$ cat src/rtl/cmp_pkg.sv
// Shared definitions for the comparison-result tracker.
//   - Outcome codes as produced by the upstream 8-bit comparator (one-hot,
//     000 = comparator has not produced a result yet).
//   - FSM state encoding for the run tracker.
//   - Helper mapping a legal outcome code onto its RUN_x state.
package cmp_pkg;

  localparam logic [2:0] RES_NONE = 3'b000;
  localparam logic [2:0] RES_LT   = 3'b001;
  localparam logic [2:0] RES_EQ   = 3'b010;
  localparam logic [2:0] RES_GT   = 3'b100;

  // Streak output is 4 bits wide and saturates at its maximum.
  localparam logic [3:0] STREAK_MAX = 4'd15;

  typedef enum logic [1:0] {
    IDLE   = 2'd0,
    RUN_GT = 2'd1,
    RUN_EQ = 2'd2,
    RUN_LT = 2'd3
  } state_e;

  // Only meaningful for the three legal one-hot codes; anything else maps to
  // IDLE so the caller must qualify with a legality check.
  function automatic state_e res2state(input logic [2:0] r);
    case (r)
      RES_GT:  return RUN_GT;
      RES_EQ:  return RUN_EQ;
      RES_LT:  return RUN_LT;
      default: return IDLE;
    endcase
  endfunction

endpackage

$ cat src/rtl/cmp_outcome_counter.sv
// Single outcome counter used once per comparison result (GT/EQ/LT).
// Build option: CMP_TRACK_SAT_EN -- when defined the counter sticks at
// 2^CNT_W-1, otherwise it wraps back to 0.
// Ports:
//   clk  : clock, rising edge
//   clr  : synchronous clear (has priority over en)
//   en   : count one event this cycle
//   cnt  : current count (registered)
module cmp_outcome_counter #(
  parameter int CNT_W = 8
) (
  input  logic             clk,
  input  logic             clr,
  input  logic             en,
  output logic [CNT_W-1:0] cnt
);

  logic [CNT_W-1:0] cnt_q, cnt_d;

  always_comb begin
    cnt_d = cnt_q;
    if (clr) begin
      cnt_d = '0;
    end else if (en) begin
`ifdef CMP_TRACK_SAT_EN
      if (cnt_q != {CNT_W{1'b1}}) cnt_d = cnt_q + CNT_W'(1);
`else
      cnt_d = cnt_q + CNT_W'(1);
`endif
    end
  end

  always_ff @(posedge clk) begin
    cnt_q <= cnt_d;
  end

  assign cnt = cnt_q;

endmodule

$ cat src/rtl/cmp_result_tracker.sv
// Tracks a stream of comparator outcomes: per-outcome counters, the length
// of the current run of identical outcomes, a one-shot pulse when the run
// reaches STREAK_LEN, and a sticky error for illegal (non-one-hot) codes.
// All outputs are registered: one cycle of latency after the sample.
// Build option: CMP_TRACK_SAT_EN selects saturating (defined) or wrapping
// (undefined) outcome counters.
// Ports:
//   Clk       : clock, rising edge
//   nReset    : synchronous active-low reset (overrides everything)
//   InValid   : R holds a new outcome this cycle
//   R         : outcome code, 100=GT 010=EQ 001=LT 000=no result
//   Clr       : synchronous clear of counters, streak, error; FSM -> IDLE
//   GtCnt/EqCnt/LtCnt : accumulated counts
//   Streak    : length of the current run (saturates at 15)
//   StreakHit : one-cycle pulse when Streak steps STREAK_LEN-1 -> STREAK_LEN
//   Err       : sticky illegal-code flag
module cmp_result_tracker
  import cmp_pkg::*;
#(
  parameter int CNT_W      = 8,
  parameter int STREAK_LEN = 4
) (
  input  logic             Clk,
  input  logic             nReset,
  input  logic             InValid,
  input  logic [2:0]       R,
  input  logic             Clr,
  output logic [CNT_W-1:0] GtCnt,
  output logic [CNT_W-1:0] EqCnt,
  output logic [CNT_W-1:0] LtCnt,
  output logic [3:0]       Streak,
  output logic             StreakHit,
  output logic             Err
);

  localparam logic [3:0] STREAK_TGT = 4'(STREAK_LEN);
  localparam logic [3:0] STREAK_PRE = 4'(STREAK_LEN - 1);

  state_e     state_q, state_d;
  logic [3:0] streak_q, streak_d;
  logic       hit_q, hit_d;
  logic       err_q, err_d;

  logic code_legal, smp_legal, smp_illegal, clr_all;
  logic inc_gt, inc_eq, inc_lt;

  assign code_legal  = (R == RES_GT) || (R == RES_EQ) || (R == RES_LT);
  assign smp_legal   = InValid && code_legal;
  // 000 is the comparator's reset value, not an error.
  assign smp_illegal = InValid && !code_legal && (R != RES_NONE);
  assign clr_all     = !nReset || Clr;

  // Next state: clear wins over any sample taken in the same cycle.
  always_comb begin
    state_d  = state_q;
    streak_d = streak_q;
    hit_d    = 1'b0;
    err_d    = err_q;
    if (clr_all) begin
      state_d  = IDLE;
      streak_d = '0;
      err_d    = 1'b0;
    end else if (smp_illegal) begin
      err_d = 1'b1;
    end else if (smp_legal) begin
      state_d = res2state(R);
      if (res2state(R) == state_q)
        streak_d = (streak_q == STREAK_MAX) ? STREAK_MAX : streak_q + 4'd1;
      else
        streak_d = 4'd1;
      // Pulse only on the crossing, never while the run keeps going.
      hit_d = (streak_q == STREAK_PRE) && (streak_d == STREAK_TGT);
    end
  end

  always_ff @(posedge Clk) begin
    if (!nReset) begin
      state_q  <= IDLE;
      streak_q <= '0;
      hit_q    <= 1'b0;
      err_q    <= 1'b0;
    end else begin
      state_q  <= state_d;
      streak_q <= streak_d;
      hit_q    <= hit_d;
      err_q    <= err_d;
    end
  end

  assign inc_gt = smp_legal && (R == RES_GT);
  assign inc_eq = smp_legal && (R == RES_EQ);
  assign inc_lt = smp_legal && (R == RES_LT);

  cmp_outcome_counter #(.CNT_W(CNT_W)) u_cnt_gt (
    .clk(Clk), .clr(clr_all), .en(inc_gt), .cnt(GtCnt)
  );
  cmp_outcome_counter #(.CNT_W(CNT_W)) u_cnt_eq (
    .clk(Clk), .clr(clr_all), .en(inc_eq), .cnt(EqCnt)
  );
  cmp_outcome_counter #(.CNT_W(CNT_W)) u_cnt_lt (
    .clk(Clk), .clr(clr_all), .en(inc_lt), .cnt(LtCnt)
  );

  assign Streak    = streak_q;
  assign StreakHit = hit_q;
  assign Err       = err_q;

endmodule

$ cat config.mk
export PLATFORM = sky130hd
export DESIGN_NAME = cmp_result_tracker
export DESIGN_NICKNAME = d
export VERILOG_FILES = /design/src/rtl/cmp_pkg.sv /design/src/rtl/cmp_outcome_counter.sv /design/src/rtl/cmp_result_tracker.sv
export SDC_FILE = /design/constraint.sdc
export NUM_CORES = 1
export LEC_CHECK = 0
export ABC_AREA = 1
export CORE_MARGIN = 4
export CORE_UTILIZATION = 44
export DETAILED_ROUTE_END_ITERATION = 8
export PLACE_DENSITY_LB_ADDON = 0.3
export SYNTH_ARGS = -nofsm -noshare
export SYNTH_HDL_FRONTEND = slang
export SYNTH_HIERARCHICAL = 1
export SYNTH_SLANG_ARGS = --single-unit
$ cat constraint.sdc
create_clock -name Clk -period 1.1 [get_ports Clk]
set_input_delay 0.165 -clock Clk [delete_from_list [all_inputs] [get_ports Clk]]
set_output_delay 0.165 -clock Clk [all_outputs]
set_load 0.02 [all_outputs]
# ---- Word-level counts from Yosys, hierarchy flattened
# Cells that the tools add are included.
# W data, S select, Z words.
dict set report totals {
  reg_bits 32
  input_bits 7
  output_inout_bits 30
}
dict set report classes {
  add_sub_neg 4
  eq_ne 7
  mux 9
  bitwise 3
  n_reduce_logical 16
}
# operator count
set ops {}
lappend ops {{$add A8 B1 Y8 const B} 3}
lappend ops {{$mux W4} 5}
lappend ops {{$logic_and A1 B1 Y1} 7}
lappend ops {{$mux W2} 3}
lappend ops {{$pmux W2 S3} 1}
lappend ops {{$add A4 B1 Y4 const B} 1}
lappend ops {{$eq A4 B2 Y1 const B} 1}
lappend ops {{$eq A4 B3 Y1 const B} 1}
lappend ops {{$eq A4 B4 Y1 const B} 1}
lappend ops {{$reduce_or A4 Y1} 1}
lappend ops {{$eq A3 B1 Y1 const B} 1}
lappend ops {{$eq A3 B2 Y1 const B} 1}
lappend ops {{$eq A3 B3 Y1 const B} 1}
lappend ops {{$logic_or A1 B1 Y1} 3}
lappend ops {{$not A1 Y1} 3}
lappend ops {{$reduce_bool A3 Y1} 1}
lappend ops {{$eq A2 B2 Y1} 1}
lappend ops {{$logic_not A1 Y1} 2}
lappend ops {{$reduce_and A2 Y1} 1}
lappend ops {{$reduce_or A2 Y1} 1}

# ---- Logic depth before layout (Yosys ltp)
# Gate-level depths: netlist (run 1).
dict set report depth {
  depth_word 15
  ltp_mapped 9
  depth_no_buf 9
}

# ---- By module
# Netlist (run 1), hierarchy kept.
# module n_inst cells_each area_per_inst_um2
set modules_own_cells {}
lappend modules_own_cells {cmp_outcome_counter 3 48 361.6}
lappend modules_own_cells {cmp_result_tracker 1 81 513.0}

# ---- Least setup slack after synthesis (run 1)
# No wires, ideal clock.
dict set report synth_timing {
  path_type {flip-flop to flip-flop}
  start {reg u_cnt_eq.cnt_q[0] (netlist: u_cnt_eq/cnt[0])}
  end {reg u_cnt_eq.cnt_q[6] (netlist: u_cnt_eq/cnt[6])}
  setup_time_ns 0.115
  t_arrival_ns 1.105
  t_required_ns 0.985
  path_slack_ns -0.120
  stages_incl_launch_ff 7
  period_less_slack_ns 1.220
  cell_sequence {dfxtp_1 ha_1 nand3_2 nor2_2 nand3_1 nand2_1 nor2_1}
}
dict set report synth_between {
  elab_chain_len 1
}
# element line
set synth_lines {}
lappend synth_lines {{start: declaration} cmp_outcome_counter.sv:18} ;# logic [CNT_W-1:0] cnt_q, cnt_d;
lappend synth_lines {{start signal: assignment} cmp_outcome_counter.sv:34} ;# cnt_q <= cnt_d;
lappend synth_lines {{$add A8 B1 Y8} cmp_outcome_counter.sv:28} ;# cnt_d = cnt_q + CNT_W'(1);
# No other way between the ends.
# A chain may end at the register's enable or synchronous reset.

# ---- Final worst setup path (run 1)
dict set report layout_timing {
  start {reg u_cnt_gt.cnt_q[0] (netlist: u_cnt_gt/cnt[0])}
  end {out GtCnt[0]}
}
# element line
set layout_rtl {}
lappend layout_rtl {{start: declaration} cmp_outcome_counter.sv:18}
lappend layout_rtl {{start signal: assignment} cmp_outcome_counter.sv:34}
lappend layout_rtl {{end: declaration} cmp_result_tracker.sv:28} ;# output logic [CNT_W-1:0] GtCnt,
# No word-level cell between the ends.

==> results of run 1 <==
kinds of logic after synthesis:
group | after synthesis
buffers and inverters | 36
adders and majority gates | 4
AOI/OAI and AO/OA | 40
DFF | 32
and+or+nand+nor | 113
final cells by class:
type,count,share of cell area
clock buffers,7,0.02630
flip-flops and latches,32,0.2691
multi-input cells,157,0.4036
inverters,36,0.05463
repair buffers,80,0.2231
well taps,46,0.02327
routing by layer:
metal / vias up / track usage
met3: 11 / 0.05747
met1: 783 / 0.2122
met4: 0 / 0.07444
met2: 41 / 0.3057
met5: - / 0
li1: 900 / -
flip-flops by register name (all words and copies together) (netlist names):
name          flops
u_cnt_gt/cnt      8
u_cnt_lt/cnt      8
u_cnt_eq/cnt      8
Err               1
state_q           2
StreakHit         1
Streak            4
worst max-delay path, stage by stage (launching register included):
cell     delay (ns)
dfxtp_2        0.35
buf_6          0.12
buf_6          0.12
through the flow:
stage,std cells,power [mW],instance area (µm²),TNS (ns)
after global routing,358,2.295,2474,-0.1959
after global placement,347,1.434,2333,-13.92
after detailed placement,347,1.438,2333,-14.74
after floorplan,225,1.326,1615,0
final,358,2.179,2474,0
after CTS,354,2.180,2272,0
cell usage after synthesis:
cell type  count  area, µm²
nand3b_1       1      7.510
inv_2          2      7.510
dfxtp_1       32      640.6
nand4_1        4      25.02
nor2_4         4      45.04
nand2_2        7      43.79
nand3_1       12      60.06
nor2_2         5      31.28
nand3_2        7      70.07
nor3_1         5      25.02
ha_1           4      50.05
nand2_4        1      11.26
nand2_1       43      161.4
o21ai_0       11      55.05
inv_1         34      127.6
nor2_1        24      90.09
a31oi_1        1      6.260
a21oi_1       28      140.1
timing repair:
| action | in CTS | in global routing |
|---|---|---|
| buffers inserted | 0 | 4 |
| setup endpoints to repair | 60 | 26 |
| gates resized for setup | 131 | 57 |
| pin swaps | 2 | 23 |
report_power, final:
part           switching, mW  leakage, nW  internal (mW)
logic                  0.149        0.839          0.104
clock network          0.393       0.0374          0.362
registers             0.0105        0.265           1.16
worst paths after layout:
check / to / cells past startpoint / startpoint
max: GtCnt[0] / 2 / u_cnt_gt/cnt[0]$_SDFFE_PP0P_
min: Err$_SDFFE_PP0P_ / 4 / R[1]
max reg2reg: u_cnt_gt/cnt[3]$_SDFFE_PP0P_ / 6 / u_cnt_gt/cnt[0]$_SDFFE_PP0P_
min reg2reg: state_q[1]$_SDFFE_PP0P_ / 2 / state_q[1]$_SDFFE_PP0P_
==> flow_summary.yaml, run 1 <==
critical_path:
  worstPathArrival_ns: 0.92
  r2r_setup_slack_ns: 0.02
  critPathCaptureType: "primary output"
  crit_path_max_fanout: 2
  startpoint_type: "flip-flop"
  cp.required_ns: 0.94
  critPathKind: "flip-flop to primary output"
cts:
  hold_buffers: 0
  clk_latency_ns: 0.34
  cts_inserted_buffers: 5
  cts_root_buf: "clkbuf_4"
  htree_levels: 2
  clock-sinks: 32
  clockBufferDepth: 2
  cts_tree: "built"
  clkTransAtPathRegs_ns: 0.10
final_layout:
  nets: 323
  syn_to_final_growth_pct: 54.82
  num-fill-cells: 277
  seqCellArea_um2: 665.6
  final_util: 0.7242
  final_cell_mix: "40 x nand2_1, 40 x buf_4, 28 x buf_2"
  drive_above_1_share: 0.4840
  multi_input_area_um2: 998.5
  diodes: 0
hold_path:
  hold_path_class: "input pin to flip-flop"
synthesis:
  synthMuxAreaShare: 0
  syn_nets: 236
  synth_xor_area_frac: 0
  postSynthAreaPerCell_um2: 7.101
  synthAdderAreaFrac: 0.03132
  synth_top_family_by_area: "simple AND/OR/NAND/NOR gates"
  yosys_warnings: 6
  synth_simple_gate_area_share: 0.3571
  synth_cell_types: 18
  synth-compound-area-share: 0.1261
  synthesis.area_mm2: 0.001598
  syn_inst: 225
  ys_seq_area_frac: 0.4009
  ys_seq_elements: 32
die:
  io_pins: 37
  coreArea_mm2: 0.003416
  die_w_um: 68.26
  die_area_mm2: 0.004659
  start_util: 0.4678
  num_rows: 21
  die_h_um: 68.26
drt:
  drtPass1Iterations: 4
  dr.first_iter.drc_count: 88
  route.met2.wl_um: 2147
  post-route-drc-count: 0
  top_layer: "met4"
  via_count: 1735
  detail-route-antenna-nets: 0
  wl_met1_um: 1755
  wl_per_cell_um: 11.68
  drt-vias-per-instance: 4.846
  dr_wl_met3_um: 193
  routed_wirelength_um: 4181
placed_design:
  pre_cts_ws_ns: -0.5421
  io_buffers: 36
  dp_hpwl_um: 2749
  routabilityCongestion: 0.8333
grt:
  antenna_found_initial: 0
  grt_pass1_vias: 1552
  grt_pass1_wl_um: 6417
  grt_overflow_total: 0
  grtUsageTotal: 0.1817
  grt_max_degree: 10
timing:
  fin_crit_sh: 0.9905
  worst_clock_skew_ns: 0.007972
  fin_ws_ns: 0.01042
  whs_ns: 0.2612
  fmax_mhz: 917.8
  fin_crit_ns: 1.090
  tightest_slew_ns: 0.2291
  drv_slew: 0
  setup_viol: 0
  grt_setup_unrepaired: "yes"
  finalHoldViolCount: 0
  relSlewSlack: 0.8456
power:
  power.density_mw_per_mm2: 880.9
  ir_worst_vdd_v: 0.0006210
  leakagePower_nw: 1.141
run_status:
  outcome: "finished clean"
job:
  drv_cap: 0
No activity file was read; power rests on OpenSTA's default activity.
==> inputs of run 2 (changes only) <==
Settings changed: CORE_UTILIZATION 44 to 45, CTS_CLUSTER_SIZE set to 12.
Clock period 1.1 ns to 1.4 ns, I/O delays scaled along.
==> flow_summary.yaml, run 2 (synthesis gave the netlist of run 1 again) <==
hold_path:
  worstHoldPathCells: 3
  worstHoldEndpoint: "state_q[0]$_SDFFE_PP0P_"
  min-delay-start: "InValid"
  hold_path_class: "input pin to flip-flop"
timing:
  finalHoldViolCount: 0
  drv_slew: 0
  tightest_slew_ns: 0.2318
  relSlewSlack: 0.8461
  grt_setup_unrepaired: "no"
  fin_tns_setup_ns: 0
  fin_crit_ns: 1.327
  setup_viol: 0
  worst_clock_skew_ns: 0.008591
  fin_crit_sh: 0.9480
  fmax_mhz: 753.5
grt:
  grt_util_met2: 0.2843
  met1_usage: 0.2014
  use_met3: 0.06489
  grt_max_degree: 10
  top_usage_layer: "met2"
  grtUsageTotal: 0.1719
  grt_pass1_vias: 1430
  grt_pass1_wl_um: 5892
  grt_overflow_total: 0
  antenna_found_initial: 0
placed_design:
  placed_cell_area_mm2: 0.002121
  routabilityCongestion: 0.8187
  io_buffers: 36
  dp_hpwl_um: 2518
die:
  num_rows: 21
  start_util: 0.4714
  die_w_um: 67.59
  die_h_um: 67.59
  io_pins: 37
  coreArea_mm2: 0.003390
  die_area_mm2: 0.004568
critical_path:
  reg2reg_depth: 6
  startpoint_type: "flip-flop"
  cp_cell_sequence: "dlygate4sd2_1"
  slowest_delay_ns: 0.43
  crit_path_max_fanout: 6
  worstPathArrival_ns: 1.12
  r2r_setup_slack_ns: 0.21
  cp.required_ns: 1.19
  r2r_start: "u_cnt_eq/cnt[0]$_SDFFE_PP0P_"
  critPathBufInv: 1
  critPathKind: "flip-flop to primary output"
  critPathCaptureType: "primary output"
  r2r-end: "u_cnt_eq/cnt[6]$_SDFFE_PP0P_"
  crit_slowest_cell: "dfxtp_1"
  cp_top_family: "flip-flops"
final_layout:
  syn_to_final_growth_pct: 36.41
  final_util: 0.6430
  final_cell_mix: "43 x nand2_1, 33 x inv_1, 32 x dfxtp_1"
  drive_above_1_share: 0.1802
  fin_area_mm2: 0.002180
  layout_commonest_cell: "nand2_1"
  diodes: 0
  nets: 293
power:
  leakagePower_nw: 1.062
  ir_worst_vdd_v: 0.0004903
  power.density_mw_per_mm2: 756.4
drt:
  wl_per_cell_um: 10.26
  dr.first_iter.drc_count: 85
  post-route-drc-count: 0
  drtPass1Iterations: 4
  drt-vias-per-instance: 4.711
  routed_wirelength_um: 3377
  via_count: 1550
  detail-route-antenna-nets: 0
cts:
  cts_inserted_buffers: 5
  clockBufferDepth: 2
  clock-sinks: 32
  htree_levels: 2
  clk_latency_ns: 0.33
  clkTransAtPathRegs_ns: 0.10
  cts_tree: "built"
  cts_root_buf: "clkbuf_4"
run_status:
  outcome: "finished clean"
job:
  drv_cap: 0
[run 2: cell count changes in the layout (fill, tap and decap cells not counted), moves of 5 or more]
cell,before,now
dfxtp_2,5,0
buf_2,28,0
buf_4,40,14
buf_6,5,0
dlygate4sd2_1,1,28
inv_1,23,33
dfxtp_1,22,32
dfxtp_4,5,0
inv_2,13,3
[run 2: final cells by class]
type / instances / area, µm²
clock buffer: 8 / 58.81
fill: 318 / 1210
inverter: 36 / 135.1
multi-input combinational: 157 / 847.1
sequential: 32 / 640.6
tap: 46 / 57.56
timing repair buffer: 50 / 440.4
[run 2: per-layer routing]
metal | vias up | part of all wire
met3 | 4 | 0.042
met1 | 675 | 0.48
met4 | 0 | 0.012
met2 | 30 | 0.46
met5 | - | 0
li1 | 841 | -
[run 2: report_power, final]
group / internal [mW] / switching [mW] / total, mW
logic: 0.0728 / 0.0987 / 0.171
clock network: 0.248 / 0.302 / 0.550
registers: 0.919 / 0.00873 / 0.927
total: 1.24 / 0.410 / 1.65
[run 2: metrics by stage]
step                hold WS [ns]  setup WS (ns)  instances  total power [mW]
global route              0.2347       0.001511        329             1.740
floorplan                 0.3574         0.1445        225             1.039
finish                    0.2353        0.07287        329             1.649
detailed placement        0.4687        -0.3752        321             1.119
CTS                       0.4831       -0.01584        329             1.666
global placement          0.4569        -0.3284        321             1.118
[run 2: what timing repair did]
action                                  CTS  global route
pin swaps                                 0             2
setup buffers                             0             0
resized for setup                        31            13
hold buffers                              0             0
endpoints found under the setup margin   34            23
cloned                                    0             0
[run 2: worst max path at each step]
stage	cells after the start	to	start
2_1_floorplan	8	u_cnt_lt/cnt[6]$_SDFFE_PP0P_	R[2]
3_3_place_gp	8	u_cnt_gt/cnt[7]$_SDFFE_PP0P_	InValid
3_5_place_dp	8	u_cnt_lt/cnt[6]$_SDFFE_PP0P_	InValid
4_1_cts	8	u_cnt_eq/cnt[6]$_SDFFE_PP0P_	InValid
5_1_grt	1	LtCnt[5]	u_cnt_lt/cnt[5]$_SDFFE_PP0P_
6_report	1	EqCnt[5]	u_cnt_eq/cnt[5]$_SDFFE_PP0P_
==> inputs of run 3 (changes only) <==
Settings changed: CORE_UTILIZATION 45 to 44, REMOVE_ABC_BUFFERS set to 1.
Clock period 1.4 ns to 1.19 ns, I/O delays scaled along.
==> flow_summary.yaml, run 3 (synthesis gave the netlist of run 1 again) <==
cts:
  htree_levels: 2
  cts_inserted_buffers: 5
  cts_root_buf: "clkbuf_4"
  clock-sinks: 32
  clk_latency_ns: 0.35
  clockBufferDepth: 2
  cts_tree: "built"
  hold_buffers: 0
  clkTransAtPathRegs_ns: 0.11
timing:
  setup_viol: 0
  fmax_mhz: 875.7
  finalHoldViolCount: 0
  tightest_slew_ns: 0.1865
  worst_clock_skew_ns: 0.01188
  drv_slew: 0
  fin_crit_ns: 1.142
  relSlewSlack: 0.8743
  fin_crit_sh: 0.9596
final_layout:
  drive_above_1_share: 0.3681
  layout_commonest_cell: "nand2_1"
  num-fill-cells: 320
  syn_to_final_growth_pct: 42.21
  nets: 317
  final_util: 0.6652
  final_cell_mix: "43 x nand2_1, 38 x buf_4, 31 x inv_1"
  diodes: 0
placed_design:
  dp_hpwl_um: 2605
  routabilityCongestion: 0.7865
  io_buffers: 36
critical_path:
  critPathKind: "flip-flop to primary output"
  worstPathArrival_ns: 0.96
  startpoint_type: "flip-flop"
  reg2reg_depth: 5
  cp.required_ns: 1.01
  critPathCaptureType: "primary output"
  crit_slowest_cell: "dfxtp_1"
  cp.depth: 1
  slowest_delay_ns: 0.33
  cp_cell_sequence: "clkdlybuf4s15_1"
  crit_path_max_fanout: 1
  critPathBufInv: 1
  cp_top_family: "flip-flops"
die:
  die_area_mm2: 0.004659
  start_util: 0.4678
  coreArea_mm2: 0.003416
  die_h_um: 68.26
  num_rows: 21
  die_w_um: 68.26
  io_pins: 37
grt:
  grt_overflow_total: 0
  grtUsageTotal: 0.1731
  grt_pass1_wl_um: 6065
  antenna_found_initial: 0
  grt_pass1_vias: 1517
  grt_max_degree: 11
job:
  drv_cap: 0
drt:
  wl_per_cell_um: 9.926
  post-route-drc-count: 0
  routed_wirelength_um: 3504
  via_count: 1622
  detail-route-antenna-nets: 0
  drt-vias-per-instance: 4.595
  dr.first_iter.drc_count: 53
  drtPass1Iterations: 4
hold_path:
  hold_path_class: "input pin to flip-flop"
  worstHoldPathCells: 4
power:
  p_total_mw: 1.986
  leakagePower_nw: 1.069
  power.density_mw_per_mm2: 873.9
  ir_worst_vdd_v: 0.0007021
run_status:
  outcome: "finished clean"
run 3: metal layers:
layer,share of wire,global-route usage
met1,0.46,0.2008
met2,0.47,0.2876
met3,0.048,0.04269
met4,0.019,0.09926
met5,0,0
run 3: power by group:
| part | internal, mW | total, mW | switching [mW] |
|---|---|---|---|
| logic | 0.0941 | 0.211 | 0.117 |
| clock network | 0.289 | 0.685 | 0.396 |
| registers | 1.08 | 1.09 | 0.00746 |
run 3: what timing repair did:
item                       4_1_cts  5_1_grt
pin swaps                        4        1
setup buffers                    2        0
setup endpoints to repair       51       32
resized for setup               92       32
gates cloned                     0        0
run 3: worst paths after layout:
kind	end	startpoint	slack, ns
worst max-delay path	StreakHit	StreakHit$_SDFF_PP0_	0.05
worst min-delay path	state_q[0]$_SDFFE_PP0P_	InValid	0.39
worst max register to register	Streak[3]$_SDFFE_PP0P_	Streak[0]$_SDFFE_PP0P_	0.08
worst min register to register	u_cnt_eq/cnt[3]$_SDFFE_PP0P_	u_cnt_eq/cnt[3]$_SDFFE_PP0P_	0.47
run 3: metrics by stage:
stage / std cells / instance area [µm²] / hold WS, ns / worst slack (ns) / TNS, ns
floorplan: 225 / 1598 / 0.3259 / -0.03399 / -0.1303
global placement: 343 / 2286 / 0.4588 / -0.4712 / -11.52
detailed placement: 343 / 2286 / 0.4698 / -0.5217 / -12.03
CTS: 353 / 2392 / 0.3864 / 0.00008349 / 0
global route: 353 / 2272 / 0.4069 / -0.004654 / -0.006483
finish: 353 / 2272 / 0.3900 / 0.04811 / 0
run 3: area by class of cell:
class	count	area [µm²]	area share
clock buffers	7	55.05	0.02423
clock inverters	1	7.507	0.003304
inverters	36	135.1	0.05947
multi-input cells	157	840.8	0.3700
flip-flops and latches	32	649.4	0.2858
well taps	46	57.56	0.02533
repair buffers	74	526.8	0.2318
run 3: worst reg2reg max path, cell delays in order, from the launching register on:
cell     delay [ns]
dfxtp_2        0.37
ha_2           0.20
a21oi_1        0.06
o21ai_0        0.18
nand3_1        0.10
a21oi_1        0.12
